[config.mk]
export PLATFORM = sky130hd
export DESIGN_NAME = operand_fetch_flat
export DESIGN_NICKNAME = d
export VERILOG_FILES = /design/src/rtl/operand_fetch_if.sv /design/src/rtl/operand_fetch.sv /design/src/flat_wrapper.sv
export SDC_FILE = /design/constraint.sdc
export NUM_CORES = 1
export LEC_CHECK = 0
export ABC_AREA = 0
export BUFFER_PORTS_ARGS = -buffer_cell sky130_fd_sc_hd__buf_2
export CAP_MARGIN = 20
export CELL_PAD_IN_SITES_DETAIL_PLACEMENT = 0
export CELL_PAD_IN_SITES_GLOBAL_PLACEMENT = 1
export CORE_MARGIN = 5
export CORE_UTILIZATION = 41
export DETAILED_ROUTE_END_ITERATION = 7
export GPL_TIMING_DRIVEN = 0
export HOLD_SLACK_MARGIN = 0.15
export PLACE_DENSITY_LB_ADDON = 0.1
export SLEW_MARGIN = 5
export SYNTH_ARGS = -nofsm -noshare
export SYNTH_HDL_FRONTEND = slang
export SYNTH_SLANG_ARGS = --single-unit
export TNS_END_PERCENT = 100
[constraint.sdc]
create_clock -name clk_in -period 2.2 [get_ports clk_in]
set_clock_uncertainty 0.05 [all_clocks]
set_input_delay 0.11 -clock clk_in [delete_from_list [all_inputs] [get_ports clk_in]]
set_output_delay 0.11 -clock clk_in [all_outputs]
set_load 0.02 [all_outputs]
[src/rtl/operand_fetch_if.sv]
// Handshake bundles for operand_fetch.
//   of_dec_if : decoder -> operand stage (valid/ready + decoded fields).
//               master = decoder, slave = operand stage.
//   of_ex_if  : operand stage -> execute (valid/ready + operands/control).
//               master = operand stage, slave = execute.
// Signal names carry the operand stage's point of view (_in / _out).

interface of_dec_if #(
  parameter int IMM_WIDTH = 32
);
  logic                 dec_valid_in;
  logic                 dec_ready_out;
  logic [4:0]           dec_rs1_in;
  logic [4:0]           dec_rs2_in;
  logic [4:0]           dec_rd_in;
  logic                 dec_rd_we_in;
  logic                 dec_is_load_in;
  logic [IMM_WIDTH-1:0] dec_imm_in;

  modport master (
    output dec_valid_in, dec_rs1_in, dec_rs2_in, dec_rd_in, dec_rd_we_in,
           dec_is_load_in, dec_imm_in,
    input  dec_ready_out
  );
  modport slave (
    input  dec_valid_in, dec_rs1_in, dec_rs2_in, dec_rd_in, dec_rd_we_in,
           dec_is_load_in, dec_imm_in,
    output dec_ready_out
  );
endinterface

interface of_ex_if #(
  parameter int W         = 64,
  parameter int IMM_WIDTH = 32
);
  logic                 ex_valid_out;
  logic                 ex_ready_in;
  logic [W-1:0]         ex_op1_out;
  logic [W-1:0]         ex_op2_out;
  logic [4:0]           ex_rd_out;
  logic                 ex_rd_we_out;
  logic                 ex_is_load_out;
  logic [IMM_WIDTH-1:0] ex_imm_out;

  modport master (
    output ex_valid_out, ex_op1_out, ex_op2_out, ex_rd_out, ex_rd_we_out,
           ex_is_load_out, ex_imm_out,
    input  ex_ready_in
  );
  modport slave (
    input  ex_valid_out, ex_op1_out, ex_op2_out, ex_rd_out, ex_rd_we_out,
           ex_is_load_out, ex_imm_out,
    output ex_ready_in
  );
endinterface

[src/rtl/operand_fetch.sv]
// operand_fetch: decode-to-execute operand stage.
//   - Drives RegFile read addresses straight from the decoder fields.
//   - Per source: x0 -> 0, else EX bypass, else WB bypass, else RegFile data.
//   - Stalls the decoder on load-use (EX holds a pending load to a source).
//   - Captures operands at accept into a 2-entry buffer (head + skid); EX
//     sees the head register only, so ex_* are registered and stable under
//     backpressure.
// Ports:
//   clk_in, reset_n (async low), flush_in (sync drop of buffer + offer)
//   dec   : of_dec_if.slave   decoder handshake and fields
//   rf_*  : RegFile read address out / read data in
//   ex_fwd_*, wb_* : bypass sources
//   ex    : of_ex_if.master   head entry to execute
//   hazard_out : load-use stall this cycle
// Optional (OPERAND_FETCH_STATS_EN): stall_cnt_out, issue_cnt_out, saturating,
//   cleared by reset only.

// One source operand select. rs==0 wins first, so rd==0 can never bypass.
module operand_sel #(
  parameter int W = 64
) (
  input  logic [4:0]   rs,
  input  logic [W-1:0] rf_data,
  input  logic         ex_valid,
  input  logic [4:0]   ex_rd,
  input  logic [W-1:0] ex_data,
  input  logic         wb_we,
  input  logic [4:0]   wb_rd,
  input  logic [W-1:0] wb_data,
  output logic [W-1:0] op
);
  always_comb begin
    if (rs == 5'd0)                   op = '0;
    else if (ex_valid && ex_rd == rs) op = ex_data;
    else if (wb_we && wb_rd == rs)    op = wb_data;
    else                              op = rf_data;
  end
endmodule

module operand_fetch #(
  parameter  int REG_DATA_WIDTH_POW = 6,
  parameter  int IMM_WIDTH          = 32,
  localparam int W                  = 1 << REG_DATA_WIDTH_POW
) (
  input  logic         clk_in,
  input  logic         reset_n,
  input  logic         flush_in,
  of_dec_if.slave      dec,
  output logic [4:0]   rf_rs1_out,
  output logic [4:0]   rf_rs2_out,
  input  logic [W-1:0] rf_data1_in,
  input  logic [W-1:0] rf_data2_in,
  input  logic         ex_fwd_valid_in,
  input  logic         ex_fwd_pend_in,
  input  logic [4:0]   ex_fwd_rd_in,
  input  logic [W-1:0] ex_fwd_data_in,
  input  logic         wb_we_in,
  input  logic [4:0]   wb_rd_in,
  input  logic [W-1:0] wb_data_in,
  of_ex_if.master      ex,
  output logic         hazard_out
`ifdef OPERAND_FETCH_STATS_EN
  ,
  output logic [31:0]  stall_cnt_out,
  output logic [31:0]  issue_cnt_out
`endif
);
  localparam int NUM_SRC = 2;

  typedef struct packed {
    logic [W-1:0]         op1;
    logic [W-1:0]         op2;
    logic [4:0]           rd;
    logic                 rd_we;
    logic                 is_load;
    logic [IMM_WIDTH-1:0] imm;
  } entry_t;

  typedef enum logic [1:0] {S_EMPTY, S_ONE, S_TWO} state_t;

  state_t state;
  entry_t head, skid, new_ent;

  logic [NUM_SRC-1:0][4:0]   src_rs;
  logic [NUM_SRC-1:0][W-1:0] src_rf;
  logic [NUM_SRC-1:0][W-1:0] src_op;
  logic                      accept, pop;

  assign rf_rs1_out = dec.dec_rs1_in;
  assign rf_rs2_out = dec.dec_rs2_in;

  assign src_rs = {dec.dec_rs2_in, dec.dec_rs1_in};
  assign src_rf = {rf_data2_in, rf_data1_in};

  for (genvar g = 0; g < NUM_SRC; g++) begin : g_src
    operand_sel #(.W(W)) u_sel (
      .rs       (src_rs[g]),
      .rf_data  (src_rf[g]),
      .ex_valid (ex_fwd_valid_in),
      .ex_rd    (ex_fwd_rd_in),
      .ex_data  (ex_fwd_data_in),
      .wb_we    (wb_we_in),
      .wb_rd    (wb_rd_in),
      .wb_data  (wb_data_in),
      .op       (src_op[g])
    );
  end

  // Pending load in EX feeding either source: hold the decoder until the
  // data becomes forwardable (pend drops).
  assign hazard_out = dec.dec_valid_in && ex_fwd_pend_in && (ex_fwd_rd_in != 5'd0) &&
                      (dec.dec_rs1_in == ex_fwd_rd_in || dec.dec_rs2_in == ex_fwd_rd_in);

  assign dec.dec_ready_out = !hazard_out && (state != S_TWO) && !flush_in;
  assign accept            = dec.dec_valid_in && dec.dec_ready_out;
  assign pop               = ex.ex_valid_out && ex.ex_ready_in;

  always_comb begin
    new_ent         = '0;
    new_ent.op1     = src_op[0];
    new_ent.op2     = src_op[1];
    new_ent.rd      = dec.dec_rd_in;
    new_ent.rd_we   = dec.dec_rd_we_in;
    new_ent.is_load = dec.dec_is_load_in;
    new_ent.imm     = dec.dec_imm_in;
  end

  // Head only changes on pop or when filling an empty buffer, which keeps
  // ex_* stable while EX backpressures.
  always_ff @(posedge clk_in or negedge reset_n) begin
    if (!reset_n) begin
      state <= S_EMPTY;
      head  <= '0;
      skid  <= '0;
    end else if (flush_in) begin
      state <= S_EMPTY;
    end else begin
      case (state)
        S_EMPTY: if (accept) begin
          head  <= new_ent;
          state <= S_ONE;
        end
        S_ONE: begin
          if (accept && pop) begin
            head <= new_ent;
          end else if (accept) begin
            skid  <= new_ent;
            state <= S_TWO;
          end else if (pop) begin
            state <= S_EMPTY;
          end
        end
        S_TWO: if (pop) begin
          head  <= skid;
          state <= S_ONE;
        end
        default: state <= S_EMPTY;
      endcase
    end
  end

  assign ex.ex_valid_out   = (state != S_EMPTY);
  assign ex.ex_op1_out     = head.op1;
  assign ex.ex_op2_out     = head.op2;
  assign ex.ex_rd_out      = head.rd;
  assign ex.ex_rd_we_out   = head.rd_we;
  assign ex.ex_is_load_out = head.is_load;
  assign ex.ex_imm_out     = head.imm;

`ifdef OPERAND_FETCH_STATS_EN
  // A pop in a flush cycle is discarded, so it is not counted as an issue.
  always_ff @(posedge clk_in or negedge reset_n) begin
    if (!reset_n) begin
      stall_cnt_out <= '0;
      issue_cnt_out <= '0;
    end else begin
      if (hazard_out && stall_cnt_out != '1)          stall_cnt_out <= stall_cnt_out + 32'd1;
      if (pop && !flush_in && issue_cnt_out != '1)     issue_cnt_out <= issue_cnt_out + 32'd1;
    end
  end
`endif

endmodule

[src/flat_wrapper.sv]
// flat-port wrapper written by rule: the top's interface ports become plain ports
module operand_fetch_flat 
#(
  parameter  int REG_DATA_WIDTH_POW = 6,
  parameter  int IMM_WIDTH          = 32,
  localparam int W                  = 1 << REG_DATA_WIDTH_POW
)
  (clk_in, reset_n, flush_in, rf_rs1_out, rf_rs2_out, rf_data1_in, rf_data2_in, ex_fwd_valid_in, ex_fwd_pend_in, ex_fwd_rd_in, ex_fwd_data_in, wb_we_in, wb_rd_in, wb_data_in, hazard_out, dec_dec_valid_in, dec_dec_rs1_in, dec_dec_rs2_in, dec_dec_rd_in, dec_dec_rd_we_in, dec_dec_is_load_in, dec_dec_imm_in, dec_dec_ready_out, ex_ex_valid_out, ex_ex_op1_out, ex_ex_op2_out, ex_ex_rd_out, ex_ex_rd_we_out, ex_ex_is_load_out, ex_ex_imm_out, ex_ex_ready_in);
  of_dec_if #(.IMM_WIDTH(IMM_WIDTH)) dec_i ();
  of_ex_if #(.W((64)), .IMM_WIDTH(IMM_WIDTH)) ex_i ();
  input  logic clk_in;
  input  logic reset_n;
  input  logic flush_in;
  output logic [4:0] rf_rs1_out;
  output logic [4:0] rf_rs2_out;
  input  logic [W-1:0] rf_data1_in;
  input  logic [W-1:0] rf_data2_in;
  input  logic ex_fwd_valid_in;
  input  logic ex_fwd_pend_in;
  input  logic [4:0] ex_fwd_rd_in;
  input  logic [W-1:0] ex_fwd_data_in;
  input  logic wb_we_in;
  input  logic [4:0] wb_rd_in;
  input  logic [W-1:0] wb_data_in;
  output logic hazard_out;
  input wire logic [$bits(dec_i.dec_valid_in)-1:0] dec_dec_valid_in;
  input wire logic [$bits(dec_i.dec_rs1_in)-1:0] dec_dec_rs1_in;
  input wire logic [$bits(dec_i.dec_rs2_in)-1:0] dec_dec_rs2_in;
  input wire logic [$bits(dec_i.dec_rd_in)-1:0] dec_dec_rd_in;
  input wire logic [$bits(dec_i.dec_rd_we_in)-1:0] dec_dec_rd_we_in;
  input wire logic [$bits(dec_i.dec_is_load_in)-1:0] dec_dec_is_load_in;
  input wire logic [$bits(dec_i.dec_imm_in)-1:0] dec_dec_imm_in;
  output wire logic [$bits(dec_i.dec_ready_out)-1:0] dec_dec_ready_out;
  output wire logic [$bits(ex_i.ex_valid_out)-1:0] ex_ex_valid_out;
  output wire logic [$bits(ex_i.ex_op1_out)-1:0] ex_ex_op1_out;
  output wire logic [$bits(ex_i.ex_op2_out)-1:0] ex_ex_op2_out;
  output wire logic [$bits(ex_i.ex_rd_out)-1:0] ex_ex_rd_out;
  output wire logic [$bits(ex_i.ex_rd_we_out)-1:0] ex_ex_rd_we_out;
  output wire logic [$bits(ex_i.ex_is_load_out)-1:0] ex_ex_is_load_out;
  output wire logic [$bits(ex_i.ex_imm_out)-1:0] ex_ex_imm_out;
  input wire logic [$bits(ex_i.ex_ready_in)-1:0] ex_ex_ready_in;
  assign dec_i.dec_valid_in = dec_dec_valid_in;
  assign dec_i.dec_rs1_in = dec_dec_rs1_in;
  assign dec_i.dec_rs2_in = dec_dec_rs2_in;
  assign dec_i.dec_rd_in = dec_dec_rd_in;
  assign dec_i.dec_rd_we_in = dec_dec_rd_we_in;
  assign dec_i.dec_is_load_in = dec_dec_is_load_in;
  assign dec_i.dec_imm_in = dec_dec_imm_in;
  assign dec_dec_ready_out = dec_i.dec_ready_out;
  assign ex_ex_valid_out = ex_i.ex_valid_out;
  assign ex_ex_op1_out = ex_i.ex_op1_out;
  assign ex_ex_op2_out = ex_i.ex_op2_out;
  assign ex_ex_rd_out = ex_i.ex_rd_out;
  assign ex_ex_rd_we_out = ex_i.ex_rd_we_out;
  assign ex_ex_is_load_out = ex_i.ex_is_load_out;
  assign ex_ex_imm_out = ex_i.ex_imm_out;
  assign ex_i.ex_ready_in = ex_ex_ready_in;
  operand_fetch #(.REG_DATA_WIDTH_POW(REG_DATA_WIDTH_POW), .IMM_WIDTH(IMM_WIDTH)) u_core (.clk_in(clk_in), .reset_n(reset_n), .flush_in(flush_in), .dec(dec_i), .rf_rs1_out(rf_rs1_out), .rf_rs2_out(rf_rs2_out), .rf_data1_in(rf_data1_in), .rf_data2_in(rf_data2_in), .ex_fwd_valid_in(ex_fwd_valid_in), .ex_fwd_pend_in(ex_fwd_pend_in), .ex_fwd_rd_in(ex_fwd_rd_in), .ex_fwd_data_in(ex_fwd_data_in), .wb_we_in(wb_we_in), .wb_rd_in(wb_rd_in), .wb_data_in(wb_data_in), .ex(ex_i), .hazard_out(hazard_out));
endmodule
==> impl_metrics.prom <==
# TYPE chip_impl_metric gauge
chip_impl_info{name="run_status",value="complete, but fails checks"} 1
chip_impl_info{name="violations",value="negative setup slack"} 1
chip_impl_metric{name="min_path_cells",unit=""} 5
chip_impl_metric{name="dr.first_iter.drc_count",unit=""} 1459
chip_impl_metric{name="start_util",unit="%"} 41.5
chip_impl_metric{name="route.detailed.vias_per_inst",unit=""} 5.77
chip_impl_metric{name="grt_max_degree",unit=""} 109
chip_impl_metric{name="synthXorXnorAreaFrac",unit="%"} 0.931
chip_impl_metric{name="finalNonFillerCells",unit=""} 3298
chip_impl_metric{name="htree_levels",unit=""} 2
chip_impl_metric{name="reg2reg_depth",unit=""} 6
chip_impl_metric{name="worst-path-max-fanout",unit=""} 10
chip_impl_metric{name="grt_remaining_overflow",unit=""} 0
chip_impl_metric{name="fin_ws",unit="ns"} -0.00384
chip_impl_metric{name="die-width",unit="um"} 224
chip_impl_metric{name="synth_cells",unit=""} 1869
chip_impl_metric{name="grt_pass1_vias",unit=""} 20061
chip_impl_metric{name="synth.cell_area",unit="um2"} 18800
chip_impl_metric{name="slew_headroom",unit="%"} 35.0
chip_impl_metric{name="synth_largest_type_area_fraction",unit="%"} 44.7
chip_impl_info{name="synthTopCellsByArea",value="sky130_fd_sc_hd__dfrtp_1, sky130_fd_sc_hd__mux2_2, sky130_fd_sc_hd__o41ai_1, sky130_fd_sc_hd__nand2_1, sky130_fd_sc_hd__a211oi_1"} 1
chip_impl_metric{name="power.share.sequential",unit="%"} 38.5
chip_impl_metric{name="mean_instance_size_in_the_synthesized_netlist",unit="um2"} 10.1
chip_impl_info{name="grt_setup_unrepaired",value="true"} 1
chip_impl_metric{name="routed_wl",unit="um"} 81600
chip_impl_metric{name="dieHeight",unit="um"} 224
chip_impl_metric{name="dr_total_vias",unit=""} 19041
chip_impl_metric{name="synth.yosys.seq_area_share",unit="%"} 44.7
chip_impl_metric{name="vdd.ir_drop.worst",unit="mV"} 0.659
chip_impl_info{name="setup.worst_path.start_class",value="input pin"} 1
chip_impl_info{name="worst_reg2reg_path_startpoint",value="u_core.state[1]$_DFFE_PN0P_"} 1
chip_impl_metric{name="post_synth_fa_ha_maj_area_fraction",unit="%"} 0
chip_impl_metric{name="grt_first_pass_wirelength",unit="um"} 123000
chip_impl_metric{name="nNetsFinal",unit=""} 2984
chip_impl_metric{name="post_route_cells_drive_above_1_share",unit="%"} 37.7
chip_impl_metric{name="totalNegativeSetupSlack",unit="ns"} -0.00384
chip_impl_metric{name="place.gp.congestion",unit=""} 0.877
chip_impl_info{name="cts.root.buffer_cell",value="sky130_fd_sc_hd__clkbuf_16"} 1
chip_impl_metric{name="fin_total_pwr",unit="mW"} 22.6
chip_impl_metric{name="num_io_pins",unit=""} 503
chip_impl_metric{name="share_clk_of_total_power",unit="%"} 34.9
chip_impl_metric{name="timing.max_cap.violations",unit=""} 0
chip_impl_metric{name="post_synth_num_cell_types",unit=""} 33
chip_impl_metric{name="groute.usage.overall",unit="%"} 31.4
chip_impl_metric{name="power_density",unit="nW/um2"} 853
chip_impl_metric{name="drt_drc_violations_left",unit=""} 0
chip_impl_metric{name="crit_required",unit="ns"} 2.59
chip_impl_metric{name="routedWlPerCell",unit="um"} 24.7
chip_impl_metric{name="dp_hpwl",unit="um"} 60800
chip_impl_metric{name="hold_viol",unit=""} 0
chip_impl_metric{name="cts_made_buffers",unit=""} 40
chip_impl_metric{name="yosysWarningCount",unit=""} 0
chip_impl_metric{name="p_comb_share",unit="%"} 26.6
chip_impl_metric{name="place_inst",unit=""} 2977
chip_impl_metric{name="power.share.switching",unit="%"} 31.3
chip_impl_metric{name="detailed_router_iteration_count_before_antenna_repair",unit=""} 6
chip_impl_metric{name="fmax",unit="MHz"} 454
chip_impl_metric{name="num_rows",unit=""} 78
chip_impl_metric{name="final.hold.worst_slack",unit="ns"} 0.159
chip_impl_metric{name="clk-insertion-delay-late",unit="ns"} 0.57
chip_impl_metric{name="static-leakage-power",unit="nW"} 11.5
chip_impl_metric{name="clk_pin_slew",unit="ns"} 0.06
chip_impl_metric{name="maxSlewViolCount",unit=""} 0
chip_impl_metric{name="layout-area-overhead-vs-synth",unit="%"} 41.1
chip_impl_info{name="holdCritStartpoint",value="wb_data_in[20]"} 1
chip_impl_info{name="tritoncts",value="built"} 1
chip_impl_metric{name="initial_antenna_violation_count",unit=""} 5
chip_impl_info{name="most_area_hungry_cell_type_in_the_yosys_netlist",value="sky130_fd_sc_hd__dfrtp_1"} 1
chip_impl_info{name="hp-class",value="input pin to flip-flop"} 1
chip_impl_metric{name="total_of_endpoints_with_negative_setup_slack_in_the_final_report",unit=""} 1
chip_impl_metric{name="max_slew.worst_pin.slew",unit="ns"} 0.975
chip_impl_metric{name="cts_buffer_depth",unit=""} 3
chip_impl_metric{name="fin_crit_sh",unit="%"} 100
chip_impl_metric{name="muxShareOfSynthArea",unit="%"} 14.7
chip_impl_metric{name="power_switching",unit="mW"} 7.09
chip_impl_info{name="combinational_family_with_the_most_area_after_synthesis",value="compound AO/OA/AOI/OAI gates"} 1
chip_impl_metric{name="fp.dieArea",unit="um2"} 50300
chip_impl_metric{name="fp.coreArea",unit="um2"} 45400
chip_impl_info{name="timing.critical_path.from",value="dec_dec_rs1_in[2]"} 1
chip_impl_metric{name="critical_path_arrival",unit="ns"} 2.59
chip_impl_metric{name="syn-num-nets",unit=""} 2192
chip_impl_metric{name="postRouteAntennaNets",unit=""} 0
chip_impl_metric{name="synthSimpleGateAreaFrac",unit="%"} 15.3
chip_impl_metric{name="numClockSinks",unit=""} 336
chip_impl_info{name="crit_type",value="input pin to flip-flop"} 1
chip_impl_metric{name="postSynthRegisterBits",unit=""} 336
chip_impl_metric{name="internal_power",unit="mW"} 15.6
chip_impl_metric{name="post-route-min-period",unit="ns"} 2.20
chip_impl_metric{name="io_buffer_count",unit=""} 502
chip_impl_info{name="timing.critical_path.to_type",value="flip-flop"} 1
chip_impl_metric{name="synth_compound_area_share",unit="%"} 19.4
final cells by class:
class / instances / area, um2
flip-flops and latches: 336 / 8410
clock buffers: 57 / 1230
well taps: 600 / 751
inverters: 3 / 11.3
fillers: 3985 / 18800
diodes: 6 / 15.0
plain buffers: 200 / 1020
repair buffers: 753 / 5110
clock inverters: 16 / 344
multi-input cells: 1327 / 9650
Yosys cell counts (all sizes together):
library cell  instances
nand2b               64
buf                  58
o311a                 1
o31ai                 1
a211o                 1
clkbuf              145
or3                   1
nand2               324
mux2                245
or4                   2
or3b                  2
nor2                133
or2                   4
a31oi                 1
inv                   3
nor3                131
nand4                 2
xor2                  2
o22ai                 1
o41ai               257
nand3                 5
dfrtp               336
o21ai                 1
a211oi              128
xnor2                18
nor2b                 1
nor4                  1
mux2i                 1
sequential cells by signal, indices dropped and copies added (netlist names):
name / flops
u_core.ex.ex_rd_out: 5
u_core.skid: 167
u_core.ex.ex_is_load_out: 1
u_core.ex.ex_op1_out: 64
u_core.ex.ex_imm_out: 32
u_core.state: 2
u_core.ex.ex_op2_out: 64
u_core.ex.ex_rd_we_out: 1
worst paths after layout:
| path | endpoint | slack, ns |
|---|---|---|
| worst max register to register | u_core.ex.ex_op2_out[31]$_DFFE_PN0P_ | 0.01 |
| worst max-delay path | u_core.ex.ex_op1_out[19]$_DFFE_PN0P_ | -0.004 |
| max in group asynchronous | u_core.skid[32]$_DFFE_PN0P_ | 0.45 |
| worst min register to register | u_core.skid[90]$_DFFE_PN0P_ | 0.42 |
| min in group asynchronous | u_core.ex.ex_op2_out[58]$_DFFE_PN0P_ | 0.62 |
| worst min-delay path | u_core.skid[123]$_DFFE_PN0P_ | 0.16 |
metrics by stage:
| step | worst slack, ns | area, um2 | utilization, % |
|---|---|---|---|
| 2_1_floorplan | 0.262 | 18800 | - |
| 3_3_place_gp | -5.89 | 22100 | 48.6 |
| 3_5_place_dp | -1.08 | 22200 | 49.0 |
| 4_1_cts | 0.00797 | 26400 | 58.2 |
| 5_1_grt | -0.0852 | 26500 | 58.5 |
| 6_report | -0.00384 | 26500 | 58.5 |
critical path, cell delays in order:
cell and delay [ns]:
sky130_fd_sc_hd__buf_2 0.21, sky130_fd_sc_hd__xnor2_1 0.14, sky130_fd_sc_hd__nand4_1 0.14, sky130_fd_sc_hd__or3b_1 0.36, sky130_fd_sc_hd__buf_2 0.27, sky130_fd_sc_hd__clkbuf_1 0.34, sky130_fd_sc_hd__a211oi_1 0.58, sky130_fd_sc_hd__o41ai_1 0.15
sky130_fd_sc_hd__mux2_2 0.29
logic make-up (layout without fill, tap and decap cells):
family	after synthesis	after routing
AOI/OAI and AO/OA	391	391
other	0	6
xor gates and xnor gates	20	20
DFF	336	336
and+or+nand+nor	670	670
muxes	246	246
buffers and inverters	206	1029
power by group through the flow:
stage | Clock [mW] | Sequential [mW] | Combinational, mW
floorplan | 0 | 9.47 | 2.56
global placement | 0 | 8.70 | 5.50
detailed placement | 0 | 8.78 | 5.64
CTS | 7.97 | 8.69 | 6.03
global route | 8.23 | 8.88 | 6.48
finish | 7.90 | 8.72 | 6.03
timing repair:
| item | CTS | global route |
|---|---|---|
| hold buffers | 240 | 0 |
| pin swaps | 2 | 0 |
| buffers inserted | 5 | 0 |
| endpoints found under the hold margin | 479 | 0 |
| setup endpoints to repair | 297 | 233 |
| resized for setup | 66 | 47 |
cells in the final DEF, fill, tap and decap left out, types with 3 or more instances in the layout:
cell type / n
sky130_fd_sc_hd__buf_2: 530
sky130_fd_sc_hd__dfrtp_1: 334
sky130_fd_sc_hd__nand2_1: 324
sky130_fd_sc_hd__mux2_2: 244
sky130_fd_sc_hd__dlygate4sd3_1: 239
sky130_fd_sc_hd__o41ai_1: 196
sky130_fd_sc_hd__nor3_1: 130
sky130_fd_sc_hd__nor2_1: 130
sky130_fd_sc_hd__a211oi_1: 117
sky130_fd_sc_hd__clkbuf_1: 98
sky130_fd_sc_hd__nand2b_1: 64
sky130_fd_sc_hd__o41ai_2: 60
sky130_fd_sc_hd__clkbuf_16: 42
sky130_fd_sc_hd__clkbuf_2: 38
sky130_fd_sc_hd__buf_4: 25
sky130_fd_sc_hd__xnor2_1: 18
sky130_fd_sc_hd__clkbuf_8: 13
sky130_fd_sc_hd__a211oi_2: 11
sky130_fd_sc_hd__buf_6: 10
sky130_fd_sc_hd__bufinv_16: 10
sky130_fd_sc_hd__diode_2: 6
sky130_fd_sc_hd__nand3_1: 5
sky130_fd_sc_hd__clkbuf_4: 5
sky130_fd_sc_hd__or2_2: 4
sky130_fd_sc_hd__clkinv_2: 4
sky130_fd_sc_hd__buf_16: 4
sky130_fd_sc_hd__buf_8: 3
per-layer routing:
metal	vias up	part of all wire, %	global-route usage (%)
met5	-	0	0
met4	0	4.4	12.5
met3	190	8.4	7.43
met2	843	47	51.3
met1	9435	40	40.4
li1	8573	-	-
Note: power is estimated with default switching activity, not from simulation.
